## config.mk

```make
export PLATFORM = sky130hd
export DESIGN_NAME = impl_chk_channel
export DESIGN_NICKNAME = d
export VERILOG_FILES = /design/src/rtl/impl_chk_pkg.sv /design/src/rtl/impl_chk_channel.sv
export SDC_FILE = /design/constraint.sdc
export NUM_CORES = 1
export LEC_CHECK = 0
export CAP_MARGIN = 20
export CORE_AREA = 2 2 39 41
export DETAILED_ROUTE_END_ITERATION = 7
export DIE_AREA = 0 0 41 43
export GPL_TIMING_DRIVEN = 0
export PLACE_DENSITY = 0.52
export SETUP_SLACK_MARGIN = 0.05
export SLEW_MARGIN = 0
export SYNTH_ARGS = -nofsm -noshare
export SYNTH_HDL_FRONTEND = slang
export SYNTH_SLANG_ARGS = --single-unit
export TNS_END_PERCENT = 1
```

## constraint.sdc

```tcl
create_clock -name clk -period 2.4 [get_ports clk]
set_input_delay 0.72 -clock clk [delete_from_list [all_inputs] [get_ports clk]]
set_output_delay 0.72 -clock clk [all_outputs]
set_load 0.02 [all_outputs]
```

## src/rtl/impl_chk_pkg.sv

```systemverilog
// -----------------------------------------------------------------------------
// impl_chk_pkg
// Shared types and helpers for the bounded implication checker.
//   ch_state_e : per-channel FSM state (IDLE / WAIT)
//   cnt_width  : width of a delay counter that must hold 0..max_dly
// -----------------------------------------------------------------------------
package impl_chk_pkg;

   typedef enum logic {
      CH_IDLE = 1'b0,
      CH_WAIT = 1'b1
   } ch_state_e;

   function automatic int cnt_width(input int max_dly);
      if (max_dly < 1) begin
         return 1;
      end
      return $clog2(max_dly + 1);
   endfunction

endpackage

```

## src/rtl/impl_chk_channel.sv

```systemverilog
// -----------------------------------------------------------------------------
// impl_chk_channel
// One channel of the bounded implication checker:
//   antecedent |-> ##[MIN_DLY:MAX_DLY] consequent
// Holds the channel FSM and its delay counter. Event outputs are combinational
// and describe what the current cycle resolves to; the top registers them.
//
// Ports:
//   clk          in   clock, posedge
//   rst_n        in   synchronous active-low reset
//   en           in   channel enable; low forces IDLE and drops the obligation
//   antecedent   in   trigger
//   consequent   in   response
//   pass_evt     out  obligation met this cycle
//   fail_evt     out  window expires this cycle without a consequent
//   overlap_evt  out  antecedent seen while an obligation is pending
//   arm          out  channel will be in WAIT next cycle
//   state        out  current FSM state (debug / checker binding)
// -----------------------------------------------------------------------------
module impl_chk_channel
   import impl_chk_pkg::*;
#(
   parameter int MIN_DLY = 1,
   parameter int MAX_DLY = 4
) (
   input  logic      clk,
   input  logic      rst_n,
   input  logic      en,
   input  logic      antecedent,
   input  logic      consequent,
   output logic      pass_evt,
   output logic      fail_evt,
   output logic      overlap_evt,
   output logic      arm,
   output ch_state_e state
);

   localparam int CW = cnt_width(MAX_DLY);

   ch_state_e       state_next;
   logic [CW-1:0]   cnt;
   logic [CW-1:0]   cnt_next;
   logic            met;
   logic            expired;

   // cnt holds the elapsed delay d of the current cycle while in WAIT.
   // A consequent before MIN_DLY is simply ignored, so expiry only needs
   // to look at the upper bound.
   assign met     = (state == CH_WAIT) && consequent && (int'(cnt) >= MIN_DLY);
   assign expired = (state == CH_WAIT) && !met && (int'(cnt) == MAX_DLY);

   always_ff @(posedge clk) begin
      if (!rst_n) begin
         state <= CH_IDLE;
         cnt   <= '0;
      end else begin
         state <= state_next;
         cnt   <= cnt_next;
      end
   end

   always_comb begin
      state_next  = state;
      cnt_next    = cnt;
      pass_evt    = 1'b0;
      fail_evt    = 1'b0;
      overlap_evt = 1'b0;
      if (!en) begin
         state_next = CH_IDLE;
         cnt_next   = '0;
      end else begin
         unique case (state)
            CH_IDLE: begin
               if (antecedent) begin
                  if ((MIN_DLY == 0) && consequent) begin
                     // zero-delay obligation satisfied immediately
                     pass_evt = 1'b1;
                  end else begin
                     state_next = CH_WAIT;
                     cnt_next   = CW'(1);
                  end
               end
            end
            CH_WAIT: begin
               if (met || expired) begin
                  pass_evt = met;
                  fail_evt = expired;
                  // an antecedent on the resolving cycle starts a fresh
                  // obligation back-to-back rather than counting as overlap
                  if (antecedent) begin
                     state_next = CH_WAIT;
                     cnt_next   = CW'(1);
                  end else begin
                     state_next = CH_IDLE;
                     cnt_next   = '0;
                  end
               end else begin
                  // only one obligation is tracked; a second trigger is flagged
                  overlap_evt = antecedent;
                  cnt_next    = cnt + CW'(1);
               end
            end
            default: begin
               state_next = CH_IDLE;
               cnt_next   = '0;
            end
         endcase
      end
   end

   assign arm = (state_next == CH_WAIT);

endmodule

```

Yosys cells after proc, flatten, opt, wreduce, memory -nomap -nowiden
Cells that the tools add are included.
{ "op_classes": {"mux": 17, "reduce_logical": 7, "n_lt_le_gt_ge": 1, "n_addsub": 1, "eq_ne": 2, "bitwise": 1} }
{ "op_table": {"columns": ["operator", "count"], "rows": [
  ["$mux W1", 13],
  ["$mux W3", 2],
  ["$pmux W3 S2", 1],
  ["$logic_and A1 B1 Y1", 4],
  ["$add A3 B1 Y3 const B", 1],
  ["$eq A3 B3 Y1 const B", 1],
  ["$ge A3 B1 Y1 const B", 1],
  ["$ne A2 B2 Y1 const B", 1],
  ["$pmux W1 S2", 1],
  ["$reduce_and A2 Y1", 1],
  ["$logic_not A1 Y1", 1],
  ["$logic_or A1 B1 Y1", 1],
  ["$not A1 Y1", 1]
]} }
{ "totals": {"wordCells": 31, "inputBits": 5, "regBits": 4} }

Depth between registers and ports, before layout
{ "depth": {"depth_word": 9, "mapped_depth": 5} }

Least setup slack after synthesis
No wires, ideal clock.
{ "synth_path": {"path_type": "reg2out", "startpoint": "register cnt[1]", "endpoint": "output port fail_evt", "required_time_ns": 1.680, "slack_ns": 0.087, "path_stages_with_launch": 5, "arrival_time_ns": 1.593, "cell_sequence": "dfxtp_1 inv_1 ha_1 o41ai_4 nor3b_1"} }
{ "synth_between": {"elab_chain_len": 9, "elab_cells_between_ends": 10} }
{ "synth_rtl": {"columns": ["item", "line", "rtl"], "rows": [
  ["start, declared", "impl_chk_channel.sv:41", "logic [CW-1:0] cnt;"],
  ["start signal, assigned", "impl_chk_channel.sv:58", "cnt <= cnt_next;"],
  ["$ge A3 B1 Y1", "impl_chk_channel.sv:49", "assign met = (state == CH_WAIT) && consequent && (int'(cnt) >= MIN_DLY);"],
  ["$logic_and A1 B1 Y1", "impl_chk_channel.sv:49", null],
  ["$logic_not A1 Y1", "impl_chk_channel.sv:50", "assign expired = (state == CH_WAIT) && !met && (int'(cnt) == MAX_DLY);"],
  ["$logic_and A1 B1 Y1 (2 in series)", "impl_chk_channel.sv:50", null],
  ["$logic_or A1 B1 Y1", "impl_chk_channel.sv:85", "if (met || expired) begin"],
  ["$mux W1 (*)", "impl_chk_channel.sv:85", null],
  ["$mux W1 (*)", "impl_chk_channel.sv:72", "unique case (state)"],
  ["$mux W1 (*)", "impl_chk_channel.sv:68", "if (!en) begin"],
  ["end, declared", "impl_chk_channel.sv:32", "output logic fail_evt,"]
]} }
Mark *: on every way between the ends. The rest lies on a longest branch, timed or not.

Final worst setup path
Same ends and word-level chain as after synthesis.

==> flow_summary.yaml <==
outcome:
  status: "completed"
logic_synthesis:
  synth_area_per_cell_sq_um: 9.34
  synth_area_leaders: "dfxtp_1, ha_1, o41ai_4, o41ai_2, a21oi_1"
  synth_nets: 40
  ys_ff_latch: 4
  synth_warnings: 0
  postSynthCellCount: 32
  synthFlopType: "dfxtp_1"
  seq_area_frac_synth_pct: 26.8
  synth_edf_count: 0
  synth-async-reset-ratio_pct: 0
  netlist_area_sq_um: 299
  synth_cell_type_count: 18
  synth_top_area_share_pct: 26.8
  synth_area_leader_cell: "dfxtp_1"
timing:
  maxSlewHeadroom_pct: 75.2
  post-route-min-period_ns: 2.33
  post-route-period-util_pct: 97.2
  max_clock_freq_mhz: 429
  hold_viol: 0
  rsz0062_at_grt: "true"
  slew_viol_final: 0
  worstMarginPinSlew_ns: 0.370
  finalClockSkew_ns: 0.000300
  finalSetupViolations: 0
worst_setup_path:
  crit_arrival_ns: 1.61
  cp_data_required_time_ns: 1.68
  cp_slowest_stage_delay_ns: 0.39
  cp-start-kind: "flop"
  cp_cell_sequence: "inv_4, ha_4, o41ai_4, nor3b_2, buf_4"
  critPathKind: "flop to output pin"
  slowest_stage: "dfxtp_4"
  cp-end-kind: "output pin"
  cp_max_fo: 5
power_and_ir_drop:
  finalPower_uw: 191
  p_leak_nw: 0.185
  irDropWorstVdd_v: 0.000147
  p_per_area_mw_per_mm2: 404
floorplanning:
  row_count: 14
  die_y_microns: 43
  die_w_microns: 41
  die_area_sq_mm: 0.00176
  io_pins: 10
  core_sq_mm: 0.00138
  start_util_pct: 21.6
cts:
  cts-root-buf: "clkbuf_4"
  cts_buffers: 3
  cts_tree: "built"
  cts.htree.levels: 1
  clk_path_buf_depth: 2
  clock_latency_ns: 0.23
  path_clk_slew_ns: 0.03
  cts.sinks: 4
finish:
  fillers: 149
  fin_area_sq_um: 472
  drive_gt1_share_pct: 41.3
  insertedDiodeCount: 0
  syn2layout_area_growth_pct: 57.7
  nNetsFinal: 56
  final_util_pct: 34.1
placed_design:
  dp_hpwl_microns: 494
  place_congestion: 0.688
  place_area_sq_um: 409
  port-buffer-count: 9
min_path:
  min_path_type: "flop to flop"
drt:
  wl_met3_microns: 23
  drt_iter0_drc: 3
  firstDrtPassIters: 3
  drc: 0
  top_layer: "met3"
  drt-vias-per-instance: 4.65
  vias: 288
  dr_wl_met2_microns: 333
  wirelength_microns: 670
  wl_met1_microns: 312
  antenna_left: 0
  wl_per_cell_microns: 10.8
global_route:
  grt_antenna_before_repair: 0
  grt_first_pass_wirelength_mm: 1.05
  grt_max_degree: 8
  grt_pass1_vias: 266
  track_usage_pct: 9.05
  overflow: 0
job:
  drv_cap: 0
==> timing repair <==
action	CTS	global route
pin swaps	3	1
buffers inserted	1	1
gates resized for setup	31	2
hold buffers	0	0
endpoints found under the setup margin	4	4
==> per-layer routing <==
layer / global-route usage, % / vias up
met5: 0 / -
met4: 10.0 / 0
met3: 1.57 / 0
met2: 10.9 / 3
met1: 11.9 / 136
li1: - / 149
==> cell type report <==
type	instances	area (sq um)	share of cell area, %
Inverter	2	10.0	2.12
Tap cell	16	20.0	4.24
Multi-Input combinational cell	26	236	50.1
Timing Repair Buffer	11	97.6	20.7
Clock buffer	3	22.5	4.77
Sequential cell	4	85.1	18.0
==> synthesized netlist by cell type (2+ instances only) <==
library cell and n:
a21oi_1 3, dfxtp_1 4, ha_1 3, inv_1 2, nand2_1 3, nor2_1 4
nor3b_1 2
==> path summary, 6_finish.rpt <==
path              cells past startpoint   start  endpoint  slack (ns)
hold reg to reg                       2  cnt[1]    cnt[1]        0.58
setup / recovery                      5  cnt[1]  fail_evt        0.07
hold / removal                        2  cnt[1]    cnt[1]        0.58
setup reg to reg                      6  cnt[0]    cnt[0]        0.85
==> worst max-delay path: cells and delay by family (launching register included) <==
family	cells	cell delay (ns)
AO/OA/AOI/OAI	1	0.39
adder cells (fa/ha/maj)	1	0.16
buffers and inverters	2	0.21
flip-flops	1	0.39
AND/OR/NAND/NOR	1	0.23
==> per-stage QoR <==
stage                TNS [ns]  worst slack, ns  cells  hold slack, ns
global route        -0.000370        -0.000370     62           0.618
detailed placement      -2.11           -0.571     57           0.578
floorplan                   0           0.0870     32           0.549
finish                      0           0.0667     62           0.580
global placement        -2.21           -0.597     57           0.576
CTS                         0           0.0171     61           0.568
==> kinds of logic (layout without fill, tap and decap cells) <==
kind of cell	Yosys count	after routing	share of synthesized area, %
adders and majority gates	3	3	12.6
DFF	4	4	26.8
AOI/OAI and AO/OA	9	9	31.8
and+or+nand+nor	14	14	26.4
buffers and inverters	2	16	2.51
==> placed cells by master (no fill, tap or decap), types with 2 or more instances in the layout <==
cell             instances
clkdlybuf4s50_1          3
nand2_1                  3
clkbuf_4                 3
buf_4                    4
ha_1                     2
nor2_1                   4
a21oi_1                  2
dfxtp_1                  2
==> sequential cells by signal, indices dropped and copies added, names as in the netlist <==
| name | count |
|---|---|
| cnt | 3 |
| state | 1 |
==> power breakdown <==
group          internal (mW)  total (mW)  switching (mW)
combinational         0.0201      0.0380          0.0179
clock                 0.0557      0.0805          0.0247
sequential            0.0679      0.0720         0.00404
total                  0.144       0.191          0.0467
Note: power is estimated with default switching activity, not from simulation.
